===== config.mk =====
export PLATFORM = sky130hd
export DESIGN_NAME = alarm_buzzer
export DESIGN_NICKNAME = d
export VERILOG_FILES = /design/src/rtl/alarm_buzzer.sv
export SDC_FILE = /design/constraint.sdc
export NUM_CORES = 1
export LEC_CHECK = 0
export ABC_CLOCK_PERIOD_IN_PS = 5200
export BUFFER_PORTS_ARGS = -buffer_cell sky130_fd_sc_hd__buf_4
export CORE_MARGIN = 4
export CORE_UTILIZATION = 40
export DETAILED_ROUTE_END_ITERATION = 12
export PLACE_DENSITY_LB_ADDON = 0.25
export REMOVE_ABC_BUFFERS = 1
export SLEW_MARGIN = 20
export SYNTH_ARGS = -nofsm -noshare
export SYNTH_HDL_FRONTEND = slang
export SYNTH_SLANG_ARGS = --single-unit

===== constraint.sdc =====
create_clock -name clock -period 5.2 [get_ports clock]
set_clock_uncertainty 0.05 [all_clocks]
set_input_delay 1.04 -clock clock [delete_from_list [all_inputs] [get_ports clock]]
set_output_delay 1.04 -clock clock [all_outputs]
set_load 0.005 [all_outputs]

===== src/rtl/alarm_buzzer.sv =====
// Alarm tone/cadence generator: gates a square-wave tone into on/off beeps while
// the alarm matches, stopping on dismiss, disarm or after a fixed beep count.
module alarm_buzzer #(
  parameter int unsigned HALF_PERIOD = 113636,
  parameter int unsigned BEEP_ON     = 50000000,
  parameter int unsigned BEEP_OFF    = 50000000,
  parameter int unsigned NUM_BEEPS   = 60
) (
  input  logic clock,
  input  logic reset,
  input  logic armed,
  input  logic alarm_match,
  input  logic dismiss,
  output logic buzzer,
  output logic ringing
);

  localparam int unsigned PHASE_MAX = (BEEP_ON > BEEP_OFF) ? BEEP_ON : BEEP_OFF;
  localparam int unsigned TONE_W    = (HALF_PERIOD > 1) ? $clog2(HALF_PERIOD) : 1;
  localparam int unsigned PHASE_W   = (PHASE_MAX > 1) ? $clog2(PHASE_MAX) : 1;
  localparam int unsigned BEEP_W    = (NUM_BEEPS > 1) ? $clog2(NUM_BEEPS) : 1;

  localparam logic [TONE_W-1:0]  TONE_LAST = TONE_W'(HALF_PERIOD - 1);
  localparam logic [PHASE_W-1:0] ON_LAST   = PHASE_W'(BEEP_ON - 1);
  localparam logic [PHASE_W-1:0] OFF_LAST  = PHASE_W'(BEEP_OFF - 1);
  localparam logic [BEEP_W-1:0]  BEEP_LAST = BEEP_W'(NUM_BEEPS - 1);

  typedef enum logic [1:0] {
    IDLE     = 2'd0,
    RING_ON  = 2'd1,
    RING_OFF = 2'd2,
    DONE     = 2'd3
  } state_e;

  state_e              state_q;
  logic [TONE_W-1:0]   tone_cnt_q;
  logic [PHASE_W-1:0]  phase_cnt_q;
  logic [BEEP_W-1:0]   beep_cnt_q;
  logic                dismiss_q;
  logic                buzzer_q;
  logic                ringing_q;

  logic dismiss_edge;
  logic abort;

  // dismiss_q resets high so a button held through reset is not seen as a press
  assign dismiss_edge = dismiss & ~dismiss_q;
  assign abort        = dismiss_edge | ~armed;

  always_ff @(posedge clock) begin
    if (!reset) begin
      state_q     <= IDLE;
      tone_cnt_q  <= '0;
      phase_cnt_q <= '0;
      beep_cnt_q  <= '0;
      dismiss_q   <= 1'b1;
      buzzer_q    <= 1'b0;
      ringing_q   <= 1'b0;
    end else begin
      dismiss_q <= dismiss;
      case (state_q)
        IDLE: begin
          if (armed && alarm_match) begin
            state_q     <= RING_ON;
            tone_cnt_q  <= '0;
            phase_cnt_q <= '0;
            beep_cnt_q  <= '0;
            buzzer_q    <= 1'b0;
            ringing_q   <= 1'b1;
          end
        end

        RING_ON: begin
          if (abort) begin
            state_q   <= DONE;
            buzzer_q  <= 1'b0;
            ringing_q <= 1'b0;
          end else if (phase_cnt_q == ON_LAST) begin
            // a partial tone period is cut short here
            state_q     <= RING_OFF;
            phase_cnt_q <= '0;
            buzzer_q    <= 1'b0;
          end else begin
            phase_cnt_q <= phase_cnt_q + PHASE_W'(1);
            if (tone_cnt_q == TONE_LAST) begin
              tone_cnt_q <= '0;
              buzzer_q   <= ~buzzer_q;
            end else begin
              tone_cnt_q <= tone_cnt_q + TONE_W'(1);
            end
          end
        end

        RING_OFF: begin
          buzzer_q <= 1'b0;
          if (abort) begin
            state_q   <= DONE;
            ringing_q <= 1'b0;
          end else if (phase_cnt_q == OFF_LAST) begin
            if (beep_cnt_q == BEEP_LAST) begin
              state_q   <= DONE;
              ringing_q <= 1'b0;
            end else begin
              state_q     <= RING_ON;
              beep_cnt_q  <= beep_cnt_q + BEEP_W'(1);
              phase_cnt_q <= '0;
              tone_cnt_q  <= '0;
            end
          end else begin
            phase_cnt_q <= phase_cnt_q + PHASE_W'(1);
          end
        end

        DONE: begin
          // wait for the match level to drop so the same minute cannot re-ring
          buzzer_q <= 1'b0;
          if (!alarm_match) begin
            state_q <= IDLE;
          end
        end

        default: begin
          state_q   <= IDLE;
          buzzer_q  <= 1'b0;
          ringing_q <= 1'b0;
        end
      endcase
    end
  end

  assign buzzer  = buzzer_q;
  assign ringing = ringing_q;

endmodule


* Word-level counts from Yosys, hierarchy flattened
Index checks and enable logic that the tools add are counted.
Operators by class: add/sub/neg operators 3, muxes and demuxes 39, eq/ne operators 19, bitwise logic cells 5, reductions and logical operators 11
Operator list (number):
- 26-bit 2-to-1 mux | 6
- 17-bit 2-to-1 mux | 7
- 26-bit one-hot mux with 3 select lines | 1
- 17-bit one-hot mux with 3 select lines | 1
- 26-bit by 1-bit adder with 26-bit output (second input constant) | 1
- 26-bit equality test (second input constant) | 1
- 6-bit 2-to-1 mux | 4
- 17-bit by 1-bit adder with 17-bit output (second input constant) | 1
- 17-bit equality test (second input constant) | 1
- 2-bit inequality test (second input constant) | 8
- 5-bit AND reduction | 3
- 2-bit 2-to-1 mux | 7
- 3-bit inequality test (second input constant) | 4
- 6-bit one-hot mux with 2 select lines | 1
- 1-bit 2-to-1 mux | 9
- 2-bit one-hot mux with 4 select lines | 1
- 7-bit AND reduction | 1
- 6-bit by 1-bit adder with 6-bit output (second input constant) | 1
- 6-bit equality test (second input constant) | 1
- 1-bit one-hot mux with 3 select lines | 2
- 2-bit equality test (second input constant) | 2
- 4-bit inequality test (second input constant) | 1
- 4-bit AND reduction | 1
- 1-bit inverter | 3
- 9 further kinds | 9
Word-level totals: flip-flop bits (word level) 54

* Longest topological paths before layout
Gate-level depths: netlist of run 1.
depth in word-level cells 5, depth in mapped cells 10, gate-level depth less buffers 8

* Worst setup path after synthesis of run 1
OpenSTA, ideal clock, no wires.
path type input to register, start point input port alarm_match, end point register phase_cnt_q[6], slack 2.613 ns, data required time 5.080 ns, stages 7, arrival time 2.466 ns, cell sequence a21boi_1 > nor2_1 > nand2_1 > or2_1 > buf_2 > or4_1 > a21oi_1
Between the ends: cells in the longest elaborated chain, start to end 3
RTL lines:
- start, declared | line 12 | input logic alarm_match,
- 1-bit logical AND | line 63 | if (armed && alarm_match) begin
- 2-bit inequality test (no source line)
- 5-bit AND reduction (no source line)
- end signal, assigned | line 84 | phase_cnt_q <= phase_cnt_q + PHASE_W'(1);
- end signal, assigned | line 110 | phase_cnt_q <= phase_cnt_q + PHASE_W'(1);
- end, declared | line 37 | logic [PHASE_W-1:0] phase_cnt_q;
No other way between the ends. A chain may end at the register's enable or synchronous reset.

* Worst setup path in the final report of run 1
start point register phase_cnt_q[0], end point register tone_cnt_q[12]
Between the ends: cells in the longest elaborated chain, start to end 3
RTL lines:
- 26-bit equality test (*) | line 78, 99
- 2-bit inequality test (no source line)
- 7-bit AND reduction (no source line) (*)
- end signal, assigned | line 89 | tone_cnt_q <= tone_cnt_q + TONE_W'(1);
- end, declared | line 36 | logic [TONE_W-1:0] tone_cnt_q;
Mark *: on every way between the ends. The rest lies on a longest branch, timed or not.

==> results of run 1 <==
-- cell usage after synthesis (2+ instances only) --
library cell	n	area, µm²
sky130_fd_sc_hd__o31a_1	3	26.3
sky130_fd_sc_hd__and4_1	5	43.8
sky130_fd_sc_hd__buf_2	6	30.0
sky130_fd_sc_hd__nor4_1	11	68.8
sky130_fd_sc_hd__or2_1	2	12.5
sky130_fd_sc_hd__ha_1	9	113
sky130_fd_sc_hd__o21ai_1	5	25.0
sky130_fd_sc_hd__nand3_1	18	90.1
sky130_fd_sc_hd__a21oi_1	28	140
sky130_fd_sc_hd__nand4_4	2	42.5
sky130_fd_sc_hd__nor3_2	2	20.0
sky130_fd_sc_hd__nand2b_1	2	12.5
sky130_fd_sc_hd__clkbuf_1	2	7.51
sky130_fd_sc_hd__inv_1	11	41.3
sky130_fd_sc_hd__or4_1	11	82.6
sky130_fd_sc_hd__mux2i_1	2	20.0
sky130_fd_sc_hd__o21ba_1	2	20.0
sky130_fd_sc_hd__nand2_1	22	82.6
sky130_fd_sc_hd__o21ai_0	14	70.1
sky130_fd_sc_hd__xnor2_1	17	149
sky130_fd_sc_hd__nor2b_1	2	12.5
sky130_fd_sc_hd__nand4_1	15	93.8
sky130_fd_sc_hd__and3_1	5	31.3
sky130_fd_sc_hd__o21ai_2	2	17.5
sky130_fd_sc_hd__nor3_1	14	70.1
sky130_fd_sc_hd__nand4b_1	2	17.5
sky130_fd_sc_hd__xor2_1	7	61.3
sky130_fd_sc_hd__and2_1	3	18.8
sky130_fd_sc_hd__dfxtp_1	54	1080
sky130_fd_sc_hd__nor2_1	41	154
sky130_fd_sc_hd__nor4b_1	3	26.3
sky130_fd_sc_hd__or3_1	7	43.8
sky130_fd_sc_hd__o31ai_1	6	45.0
sky130_fd_sc_hd__a31oi_1	2	12.5
-- worst paths after layout --
check,startpoint,slack (ps),end,cells after the start
hold reg to reg,beep_cnt_q[1]$_SDFFE_PN0P_,440,beep_cnt_q[1]$_SDFFE_PN0P_,2
setup / recovery,phase_cnt_q[0]$_SDFFE_PN0P_,2300,tone_cnt_q[12]$_SDFFE_PN0P_,7
hold / removal,beep_cnt_q[1]$_SDFFE_PN0P_,440,beep_cnt_q[1]$_SDFFE_PN0P_,2
setup reg to reg,phase_cnt_q[0]$_SDFFE_PN0P_,2300,tone_cnt_q[12]$_SDFFE_PN0P_,7
-- metrics by stage --
stage / utilization [%] / setup slack (ps) / instances / hold WS, ps / cell area, µm²
final: 44.1 / 2300 / 458 / 441 / 3180
after global placement: 42.5 / 2090 / 450 / 423 / 3070
after floorplan: - / 2300 / 344 / 402 / 2890
after CTS: 44.1 / 2310 / 458 / 446 / 3180
after global routing: 44.1 / 2090 / 458 / 470 / 3180
after detailed placement: 42.5 / 2010 / 450 / 430 / 3070
-- flip-flops by register name, summed over array words and instances (netlist names) --
signal	flops
phase_cnt_q	26
buzzer	1
tone_cnt_q	17
state_q	2
ringing	1
dismiss_q	1
beep_cnt_q	6
-- critical path, stage by stage (launching register included) --
cell and delay, ps:
sky130_fd_sc_hd__dfxtp_1 420, sky130_fd_sc_hd__ha_1 220, sky130_fd_sc_hd__and4_1 390, sky130_fd_sc_hd__nand4_4 210
sky130_fd_sc_hd__o21ai_2 220, sky130_fd_sc_hd__nand3_2 360, sky130_fd_sc_hd__o21ai_2 690, sky130_fd_sc_hd__o21ba_1 230
-- metal layers --
metal  up-vias  global-route usage [%]  wire (µm)
met5         -                       0          0
met4         0                    5.17         73
met3         7                    3.13        131
met2        33                    25.3       2920
met1      1187                    20.5       3180
li1       1320                       -          -
-- cell usage in the layout (no fill, tap or decap), drive strengths merged, types with 7 or more instances in the layout --
cell type | netlist | routed
nand4 | 17 | 17
xor2 | 7 | 7
or3 | 7 | 7
xnor2 | 17 | 17
nand2 | 22 | 22
buf | 8 | 7
clkbuf | 2 | 8
a21oi | 28 | 28
nand3 | 19 | 19
nor2 | 41 | 41
nor3 | 16 | 16
inv | 11 | 11
or4 | 11 | 11
o21ai | 21 | 21
dfxtp | 54 | 54
nor4 | 11 | 11
ha | 9 | 9
-- power by group --
group          leakage, nW  switching (W)  internal [W]
Combinational        0.518       0.000292      0.000118
Sequential           0.436      0.0000251      0.000434
Clock               0.0575       0.000134      0.000135
-- cells by family (layout without fill, tap and decap cells) --
kind of cell / Yosys count / count (layout) / share of synthesized area (%)
AOI/OAI and AO/OA: 69 / 69 / 14.0
xor gates and xnor gates: 24 / 24 / 7.13
adders and majority gates: 9 / 9 / 3.82
buffers and inverters: 21 / 26 / 3.31
DFF: 54 / 54 / 36.7
muxes: 2 / 2 / 0.679
and+or+nand+nor: 175 / 175 / 34.3
-- cell type report --
cell class | count | area (µm²) | share of cell area (%)
clock buffer | 8 | 110 | 3.46
inverter | 11 | 41.3 | 1.30
multi-input combinational | 279 | 1770 | 55.7
sequential | 54 | 1080 | 34.0
tap | 99 | 124 | 3.90
timing repair buffer | 7 | 52.6 | 1.65
==> results.md, run 1 <==
- Accumulated negative setup slack: 0 ps
- Overall power after layout: 0.00114 W
- Number of global-route vias before repair: 2397
- Number of vias after detailed routing: 2547
- Nets: 372
- Y dimension of the die: 93.8 µm
- Number of buffers added on ports: 6
- CTS H-tree lvls: 2
- Max Fclk: 344 MHz
- Row cnt: 31
- Clock sink count: 54
- Syn avg cell area: 8.33 µm²
- Number of inserted diodes: 0
- Total global routing track utilization: 15.5%
- Post-route fraction of the period consumed by the critical path: 55.8%
- Max VDD drop: 0.252 mV
- Clock-pin transition on the worst setup and hold timing paths: 90 ps
- Final estimated routing congestion in global placement: 0.802
- Initial antenna violation count: 0
- Total count of hold-check failures in the final report: 0
- Per-cell via count in the routed design: 5.56
- Area growth, synth to finish: 7.81%
- Transition time at the pin with the least slew margin: 678 ps
- Sequential element share of the synthesized area: 36.7%
- Gate count of the mapped netlist: 354
- Fraction of layout cells with a size suffix above 1: 6.69%
- Number of distinct library cells after synthesis: 51
- Async set or reset register ratio after synthesis: 0%
- CTS Buffer Depth: 2
- Number of buffers inserted during clock tree synthesis: 5
- Setup repair after global routing missed its margin: false
- Total of flip-flops plus latches after synthesis: 54
- Count of boundary I/O pins: 7
- Status: finished clean
- Max-Slew Margin vs Limit: 54.4%
- Highest net fanout along the worst path: 21
- Pin count of the biggest net entering global routing: 22
- PostCTS Resize Cnt: 0
- Floorplan die area: 0.00881 mm²
- Clock network latency to the later pin of the worst-skew pair: 310 ps
- Min Tclk post-route: 2900 ps
- DP Wirelength: 4.53 mm
- Post-CTS setup-driven buffer insertion count: 0
- Worst setup path class: flop to flop
- Total wirelength of the detailed-routed design: 6.31 mm
- Class of the tightest hold or removal check: flop to flop
- Post-detailed-route wirelength per cell: 13.8 µm
- Power per unit of standard cell area: 358 mW/mm²
- Number of DRC markers in iteration 0: 117
- Effective utilization at floorplan: 40.9%
- Critical Path Source Type: flop
- Leakage: 1.01 nW
- Arrival time at the worst endpoint: 3060 ps
- CTS Root Buffer Type: sky130_fd_sc_hd__clkbuf_8
- Filler cell count: 739
- Clock tree from TritonCTS: built
- Data required time of the worst path: 5360 ps
- Pins Over Slew Limit: 0
- Post-synth top flop: sky130_fd_sc_hd__dfxtp_1
- Post-synthesis cell area: 0.00295 mm²
- Horizontal die dimension: 93.8 µm
- Element type at the critical path end: flop
- Number of violations of the max-capacitance limit: 0
- Total global routing overflow: 0
- First-pass GRT wire length: 11.0 mm
- Number of enable flip-flop cells after synthesis: 0
- First drt pass iteration count: 4
- CORE AREA: 0.00721 mm²
- Final setup fails: 0
- Number of buffers inserted for hold repair after clock tree synthesis: 0
- Warning count from the yosys run: 0
- Drt drc: 0
- Post-route ant nets: 0
(Power assumes the default switching activity.)
==> run 2, diff against run 1 <==
--- a/config.mk
+++ b/config.mk
@@ -5,7 +5,7 @@
 export SDC_FILE = /design/constraint.sdc
 export NUM_CORES = 1
 export LEC_CHECK = 0
-export ABC_CLOCK_PERIOD_IN_PS = 5200
+export ABC_CLOCK_PERIOD_IN_PS = 3050
 export BUFFER_PORTS_ARGS = -buffer_cell sky130_fd_sc_hd__buf_4
 export CORE_MARGIN = 4
 export CORE_UTILIZATION = 40
==> constraint.sdc (replaced) <==
create_clock -name clock -period 3.05 [get_ports clock]
set_clock_uncertainty 0.05 [all_clocks]
set_input_delay 0.61 -clock clock [delete_from_list [all_inputs] [get_ports clock]]
set_output_delay 0.61 -clock clock [all_outputs]
set_load 0.005 [all_outputs]
==> results.md, run 2 (synthesis results as in run 1) <==
- Number of global-route vias before repair: 2355 (-1.8%)
- Post-route ant nets: 0 (unchanged)
- Final setup fails: 0 (unchanged)
- Top library cells by usage in the layout, fill and taps aside: 54 x sky130_fd_sc_hd__dfxtp_1, 41 x sky130_fd_sc_hd__nor2_1, 28 x sky130_fd_sc_hd__a21oi_1
- Clock-pin transition on the worst setup and hold timing paths: 100 ps (about the same)
- First-pass GRT wire length: 11.1 mm (+0.81%)
- Status: finished clean
- Internal power: 0.00114 W (+66%)
- Power per unit of standard cell area: 607 mW/mm² (+69%)
- Number of inserted diodes: 0 (unchanged)
- Total global routing overflow: 0 (unchanged)
- Number of buffers inserted during clock tree synthesis: 5 (unchanged)
- Row cnt: 31 (unchanged)
- Register share of total power: 40.2% (about the same)
- Number of buffers added on ports: 6 (unchanged)
- Y dimension of the die: 93.8 µm (unchanged)
- Clock tree from TritonCTS: built
- Largest register FFs: 26 (unchanged)
- Hold WS: 442 ps (+0.900 ps)
- Post-detailed-route wirelength per cell: 13.8 µm (about the same)
- Endpoint of the most critical register-to-register path: tone_cnt_q[6]$_SDFFE_PN0P_
- End point of the worst hold path: beep_cnt_q[1]$_SDFFE_PN0P_
- Fraction of layout cells with a size suffix above 1: 7.97% (+1.3 points)
- Setup slack, reg-to-reg: 410 ps (-1890 ps)
- Post-route insts no fill: 463 (+1.1%)
- Combinational fraction of design power: 38.2% (+2.1 points)
- Sw frac: 41.3% (+1.7 points)
- CTS H-tree lvls: 2 (unchanged)
- Number of vias after detailed routing: 2524 (-0.90%)
- Number of buffers inserted for hold repair after clock tree synthesis: 0 (unchanged)
- Total count of hold-check failures in the final report: 0 (unchanged)
- Startpoint of the worst-slack reg-to-reg timing path: phase_cnt_q[0]$_SDFFE_PN0P_
- Min Tclk post-route: 2640 ps (-259 ps)
- Max VDD drop: 0.238 mV (-5.4%)
- Total global routing track utilization: 15.5% (-0.056 points)
- Initial antenna violation count: 0 (unchanged)
- Effective utilization at floorplan: 40.9% (unchanged)
- Highest net fanout along the worst path: 19 (-9.5%)
- Data required time of the worst path: 3200 ps (-2160 ps)
- Proportion of power drawn by the clock network: 21.6% (-2.0 points)
- Pins Over Slew Limit: 0 (unchanged)
- Worst setup path class: flop to flop
- Leading cell type in the layout, fill and taps excluded: sky130_fd_sc_hd__dfxtp_1
- Leading registers by flop count: phase_cnt_q x26, tone_cnt_q x17, beep_cnt_q x6
- First drt pass iteration count: 4 (unchanged)
- Number of violations of the max-capacitance limit: 0 (unchanged)
- CTS Root Buffer Type: sky130_fd_sc_hd__clkbuf_8
- Number of DRC markers in iteration 0: 82 (-30%)
- Pin count of the biggest net entering global routing: 22 (unchanged)
- Hold Path Depth: 2 (unchanged)
- Class of the tightest hold or removal check: flop to flop
- Element type at the critical path end: flop
- Arrival time at the worst endpoint: 2790 ps (-270 ps)
- Setup repair after global routing missed its margin: false
- Critical Path Source Type: flop
- Clock sink count: 54 (unchanged)
- Filler cell count: 761 (+3.0%)
- Max Fclk: 378 MHz (+9.8%)
- Floorplan die area: 0.00881 mm² (unchanged)
- Net switching component of the power: 0.000802 W (+78%)
- Largest reg by FF count: phase_cnt_q
- Accumulated negative setup slack: 0 ps (unchanged)
- CTS Buffer Depth: 2 (unchanged)
- Cells on worst reg2reg path: 8 (+1)
- Total wirelength of the detailed-routed design: 6.38 mm (+1.1%)
- Clock network latency to the later pin of the worst-skew pair: 320 ps (about the same)
- Horizontal die dimension: 93.8 µm (unchanged)
- Area growth, synth to finish: 8.49%
- Post-route fraction of the period consumed by the critical path: 86.7% (+31 points)
- Leakage: 1.02 nW (+0.80%)
- CORE AREA: 0.00721 mm² (unchanged)
- Count of boundary I/O pins: 7 (unchanged)
- Post-CTS setup-driven buffer insertion count: 0 (unchanged)
- Transition time at the pin with the least slew margin: 642 ps (-36.5 ps)
- DP Wirelength: 4.64 mm (+2.5%)
- Worst min-delay path startpoint: beep_cnt_q[1]$_SDFFE_PN0P_
- Per-cell via count in the routed design: 5.45 (-2.0%)
- # placed instances: 455 (+1.1%)
- PostCTS Resize Cnt: 0 (unchanged)
- Final estimated routing congestion in global placement: 0.833 (+3.8%)
- Max-Slew Margin vs Limit: 56.9% (+2.6 points)
- Nets: 377 (+1.3%)
- Drt drc: 0 (unchanged)
run 2: cell types whose count changed in the layout (fill, tap and decap cells not counted), sizes merged:
cell	previous run	this run
clkbuf	8	5
inv	11	12
clkinvlp	0	2
buf	7	12
run 2: metrics by stage:
step                      setup WS, ps  utilization [%]  power [W]  cell area [µm²]
final                              406             44.3    0.00194             3200
after global routing               102             44.3    0.00208             3200
after CTS                          407             44.3    0.00196             3200
after detailed placement           425             43.0    0.00154             3110
after global placement             473             43.0    0.00153             3110
after floorplan                    439                -    0.00130             2890
run 2: how the worst max path moves through the flow:
stage | start | endpoint | slack (ps)
after floorplan | state_q[0]$_SDFFE_PN0P_ | phase_cnt_q[0]$_SDFFE_PN0P_ | 440
after global placement | state_q[0]$_SDFFE_PN0P_ | tone_cnt_q[9]$_SDFFE_PN0P_ | 470
after detailed placement | phase_cnt_q[1]$_SDFFE_PN0P_ | tone_cnt_q[9]$_SDFFE_PN0P_ | 420
after CTS | phase_cnt_q[0]$_SDFFE_PN0P_ | tone_cnt_q[15]$_SDFFE_PN0P_ | 410
after global routing | state_q[1]$_SDFFE_PN0P_ | tone_cnt_q[9]$_SDFFE_PN0P_ | 100
final | phase_cnt_q[0]$_SDFFE_PN0P_ | tone_cnt_q[6]$_SDFFE_PN0P_ | 410
run 2: power by group through the flow:
stage,registers [W],logic [W],clock network (W)
floorplan,0.000788,0.000510,0
global placement,0.000795,0.000737,0
detailed placement,0.000797,0.000742,0
CTS,0.000781,0.000745,0.000435
global route,0.000788,0.000837,0.000458
finish,0.000780,0.000741,0.000418
run 2: layer usage:
| layer | part of all wire [%] | wire length [µm] | GRT usage (%) |
|---|---|---|---|
| met3 | 2.5 | 160 | 3.04 |
| met2 | 46 | 2930 | 24.4 |
| met4 | 1.3 | 86 | 4.69 |
| met1 | 50 | 3200 | 21.3 |
| met5 | 0 | 0 | 0 |
run 2: final cells by class:
cell class	count	area [µm²]	area share, %
Clock buffer	5	68.8	2.15
Sequential cell	54	1080	33.8
Multi-Input combinational cell	279	1770	55.3
Inverter	11	41.3	1.29
Clock inverter	3	23.8	0.743
Timing Repair Buffer	12	90.1	2.82
Tap cell	99	124	3.87
run 2: worst max-delay path: stages (launching register included):
cell and delay, ps:
sky130_fd_sc_hd__dfxtp_1 440, sky130_fd_sc_hd__ha_1 220, sky130_fd_sc_hd__and4_1 390, sky130_fd_sc_hd__nand4_4 190, sky130_fd_sc_hd__o21ai_2 220, sky130_fd_sc_hd__nand3_2 310, sky130_fd_sc_hd__o21ai_2 430, sky130_fd_sc_hd__buf_4 230
sky130_fd_sc_hd__a21oi_1 50
==> run 3, diff against run 2 <==
--- a/config.mk
+++ b/config.mk
@@ -5,6 +5,7 @@
 export SDC_FILE = /design/constraint.sdc
 export NUM_CORES = 1
 export LEC_CHECK = 0
+export ABC_AREA = 1
 export ABC_CLOCK_PERIOD_IN_PS = 3050
 export BUFFER_PORTS_ARGS = -buffer_cell sky130_fd_sc_hd__buf_4
 export CORE_MARGIN = 4
==> results.md, run 3 <==
- Status: finished clean
- Clock-pin transition on the worst setup and hold timing paths: 110 ps (about the same)
- Clock tree from TritonCTS: built
- Total wirelength of the detailed-routed design: 9.57 mm (+50%)
- Slowest cell delay on critical path: 470 ps (+30 ps)
- Number of vias after detailed routing: 3845 (+52%)
- Count of boundary I/O pins: 7 (unchanged)
- Library cell with the highest instance count after synthesis: sky130_fd_sc_hd__nand2_1
- Highest net fanout along the worst path: 23 (+4)
- PostCTS Resize Cnt: 0 (unchanged)
- Arrival time at the worst endpoint: 2740 ps (-50 ps)
- Critical Path Source Type: flop
- Accumulated negative setup slack: 0 ps (unchanged)
- Post-CTS setup-driven buffer insertion count: 0 (unchanged)
- Floorplan die area: 0.0115 mm² (+31%)
- Syn avg cell area: 6.15 µm² (-26%)
- Max Fclk: 395 MHz (+4.3%)
- Leading registers by flop count: phase_cnt_q x26, tone_cnt_q x17, beep_cnt_q x6
- Nets: 657 (+74%)
- Warning count from the yosys run: 0 (unchanged)
- Filler cell count: 1024 (+35%)
- Multi-input gate area in the final layout: 0.00251 mm² (+42%)
- Number of buffers added on ports: 6 (unchanged)
- Class of the tightest hold or removal check: input port to flop
- Cell occurring most often along the worst timing path: sky130_fd_sc_hd__inv_1
- Post-route fraction of the period consumed by the critical path: 83.1% (-3.6 points)
- Effective utilization at floorplan: 41.9% (+1.0 points)
- Number of global-route vias before repair: 3567 (+51%)
- Number of inserted diodes: 0 (unchanged)
- Area growth, synth to finish: 6.13%
- Pin count of the biggest net entering global routing: 26 (+18%)
- Crit path max-delay cell type: sky130_fd_sc_hd__ha_1
- Top cell type's share of synthesized area: 27.4% (-9.2 points)
- Pins Over Slew Limit: 0 (unchanged)
- Final setup fails: 0 (unchanged)
- Clock network latency to the later pin of the worst-skew pair: 310 ps (about the same)
- Post-route ant nets: 0 (unchanged)
- Drt drc: 0 (unchanged)
- CORE AREA: 0.00942 mm² (+31%)
- Min Tclk post-route: 2530 ps (-110 ps)
- Area leader, netlist: sky130_fd_sc_hd__dfxtp_1
- Core occupancy in the finished layout: 44.4% (+0.096 points)
- Y dimension of the die: 107 µm (+14%)
- Per-cell via count in the routed design: 4.97 (-8.8%)
- Post-synth top flop: sky130_fd_sc_hd__dfxtp_1
- Combined flip-flop and latch cell area: 0.00108 mm² (unchanged)
- Worst setup path class: flop to flop
- CTS Root Buffer Type: sky130_fd_sc_hd__clkbuf_8
- Number of enable flip-flop cells after synthesis: 0 (unchanged)
- Initial antenna violation count: 0 (unchanged)
- Horizontal die dimension: 107 µm (+14%)
- Number of buffers inserted during clock tree synthesis: 5 (unchanged)
- Data required time of the worst path: 3260 ps (+60 ps)
- Top library cells by usage in the layout, fill and taps aside: 171 x sky130_fd_sc_hd__nand2_1, 117 x sky130_fd_sc_hd__nor2_1, 60 x sky130_fd_sc_hd__inv_1
- Overall power after layout: 0.00204 W (+5.1%)
- Largest register FFs: 26 (unchanged)
- Top cells by area in the synthesized netlist: sky130_fd_sc_hd__dfxtp_1 27%, sky130_fd_sc_hd__nand2_1 16%, sky130_fd_sc_hd__nor2_1 11%
- Leading cell type in the layout, fill and taps excluded: sky130_fd_sc_hd__nand2_1
- Number of buffers inserted for hold repair after clock tree synthesis: 0 (unchanged)
- Total count of hold-check failures in the final report: 0 (unchanged)
- CTS H-tree lvls: 2 (unchanged)
- Max VDD drop: 0.388 mV (+63%)
- First drt pass iteration count: 4 (unchanged)
- Total of flip-flops plus latches after synthesis: 54 (unchanged)
- Cell area after layout: 0.00418 mm² (+31%)
- Power per unit of standard cell area: 487 mW/mm² (-20%)
- Post-synthesis cell area: 0.00394 mm² (+34%)
- Transition time at the pin with the least slew margin: 575 ps (-66.3 ps)
- Fraction of layout cells with a size suffix above 1: 10.9% (+2.9 points)
- Standard cell area after detailed placement: 0.00409 mm² (+32%)
- Leakage: 1.51 nW (+48%)
- Element type at the critical path end: flop
- Number of violations of the max-capacitance limit: 0 (unchanged)
- DP Wirelength: 7.24 mm (+56%)
- Final estimated routing congestion in global placement: 0.985 (+18%)
- Max-Slew Margin vs Limit: 61.4% (+4.5 points)
- CTS Buffer Depth: 2 (unchanged)
- Total global routing track utilization: 17.5% (+2.0 points)
- Gate count of the mapped netlist: 641 (+81%)
- First-pass GRT wire length: 16.6 mm (+49%)
- Clock sink count: 54 (unchanged)
- Ranking of synthesized cells by instance count: 171 x sky130_fd_sc_hd__nand2_1, 117 x sky130_fd_sc_hd__nor2_1, 60 x sky130_fd_sc_hd__inv_1
- Post-detailed-route wirelength per cell: 12.4 µm (-10%)
- Number of distinct library cells after synthesis: 39 (-24%)
- Largest reg by FF count: phase_cnt_q
- Setup repair after global routing missed its margin: false
- Cell breakdown of the critical path: inv_1 > ha_1 > inv_1 > nor2_1 > nand3_4 > nand2_4 > inv_2 > nand2_2 > nand2_1 > a21oi_1
- Number of DRC markers in iteration 0: 151 (+84%)
- Sequential element share of the synthesized area: 27.4% (-9.2 points)
- Async set or reset register ratio after synthesis: 0% (unchanged)
- Row cnt: 35 (+13%)
- Total global routing overflow: 0 (unchanged)
[run 3: cell types whose count changed after synthesis, moves of 11 or more]
cell	change
sky130_fd_sc_hd__or4_1	-11
sky130_fd_sc_hd__nand2_2	+14
sky130_fd_sc_hd__inv_1	+49
sky130_fd_sc_hd__nand3_1	+40
sky130_fd_sc_hd__xnor2_1	-15
sky130_fd_sc_hd__nor2_1	+76
sky130_fd_sc_hd__nand2_1	+149
[run 3: worst paths after layout]
kind	start	end	slack, ps	depth (start not counted)
worst max-delay path	state_q[0]$_SDFFE_PN0P_	phase_cnt_q[3]$_SDFFE_PN0P_	520	10
worst min register to register	beep_cnt_q[1]$_SDFFE_PN0P_	beep_cnt_q[1]$_SDFFE_PN0P_	450	2
worst min-delay path	dismiss	dismiss_q$_SDFF_PN1_	430	3
worst max register to register	state_q[0]$_SDFFE_PN0P_	phase_cnt_q[3]$_SDFFE_PN0P_	520	10
[run 3: area by class of cell]
type                       count  area share [%]
sequential                    54            25.8
tap                          129            3.86
timing repair buffer           8            1.44
inverter                      72            6.49
clock buffer                   7            2.06
clock inverter                 1           0.209
multi-input combinational    502            60.1
[run 3: through the flow]
step	cells	setup WS (ps)	hold WS, ps
floorplan	628	958	412
global placement	765	647	425
detailed placement	765	515	437
CTS	773	484	417
global route	773	193	408
finish	773	516	430
[run 3: kinds of logic after synthesis]
kind of cell	after synthesis	share of synthesized area, %
and+or+nand+nor	412	47.6
buffers and inverters	85	8.79
AOI/OAI and AO/OA	65	9.81
DFF	54	27.4
xor gates and xnor gates	16	3.56
adders and majority gates	9	2.86
[run 3: where the power goes]
part	total [W]	internal [W]	leakage [nW]	switching [W]
combinational	0.000823	0.000207	1.03	0.000615
sequential	0.000776	0.000739	0.436	0.0000378
clock	0.000440	0.000189	0.0489	0.000251
total	0.00204	0.00113	1.51	0.000904
[run 3: worst max-delay path: cells and delay by family, from the launching register on]
kind | cells | cell delay (ps)
simple gates | 5 | 930
buf+inv | 3 | 530
fa+ha+maj | 1 | 470
compound gates | 1 | 130
flops | 1 | 380
[run 3: routing by layer]
layer | wire (µm) | vias to the layer above | GRT usage, % | share of wire (%)
met4 | 240 | 0 | 5.94 | 2.5
li1 | - | 2042 | - | -
met1 | 4560 | 1725 | 22.3 | 48
met3 | 306 | 21 | 2.46 | 3.2
met2 | 4460 | 57 | 30.0 | 47
met5 | 0 | - | 0 | 0
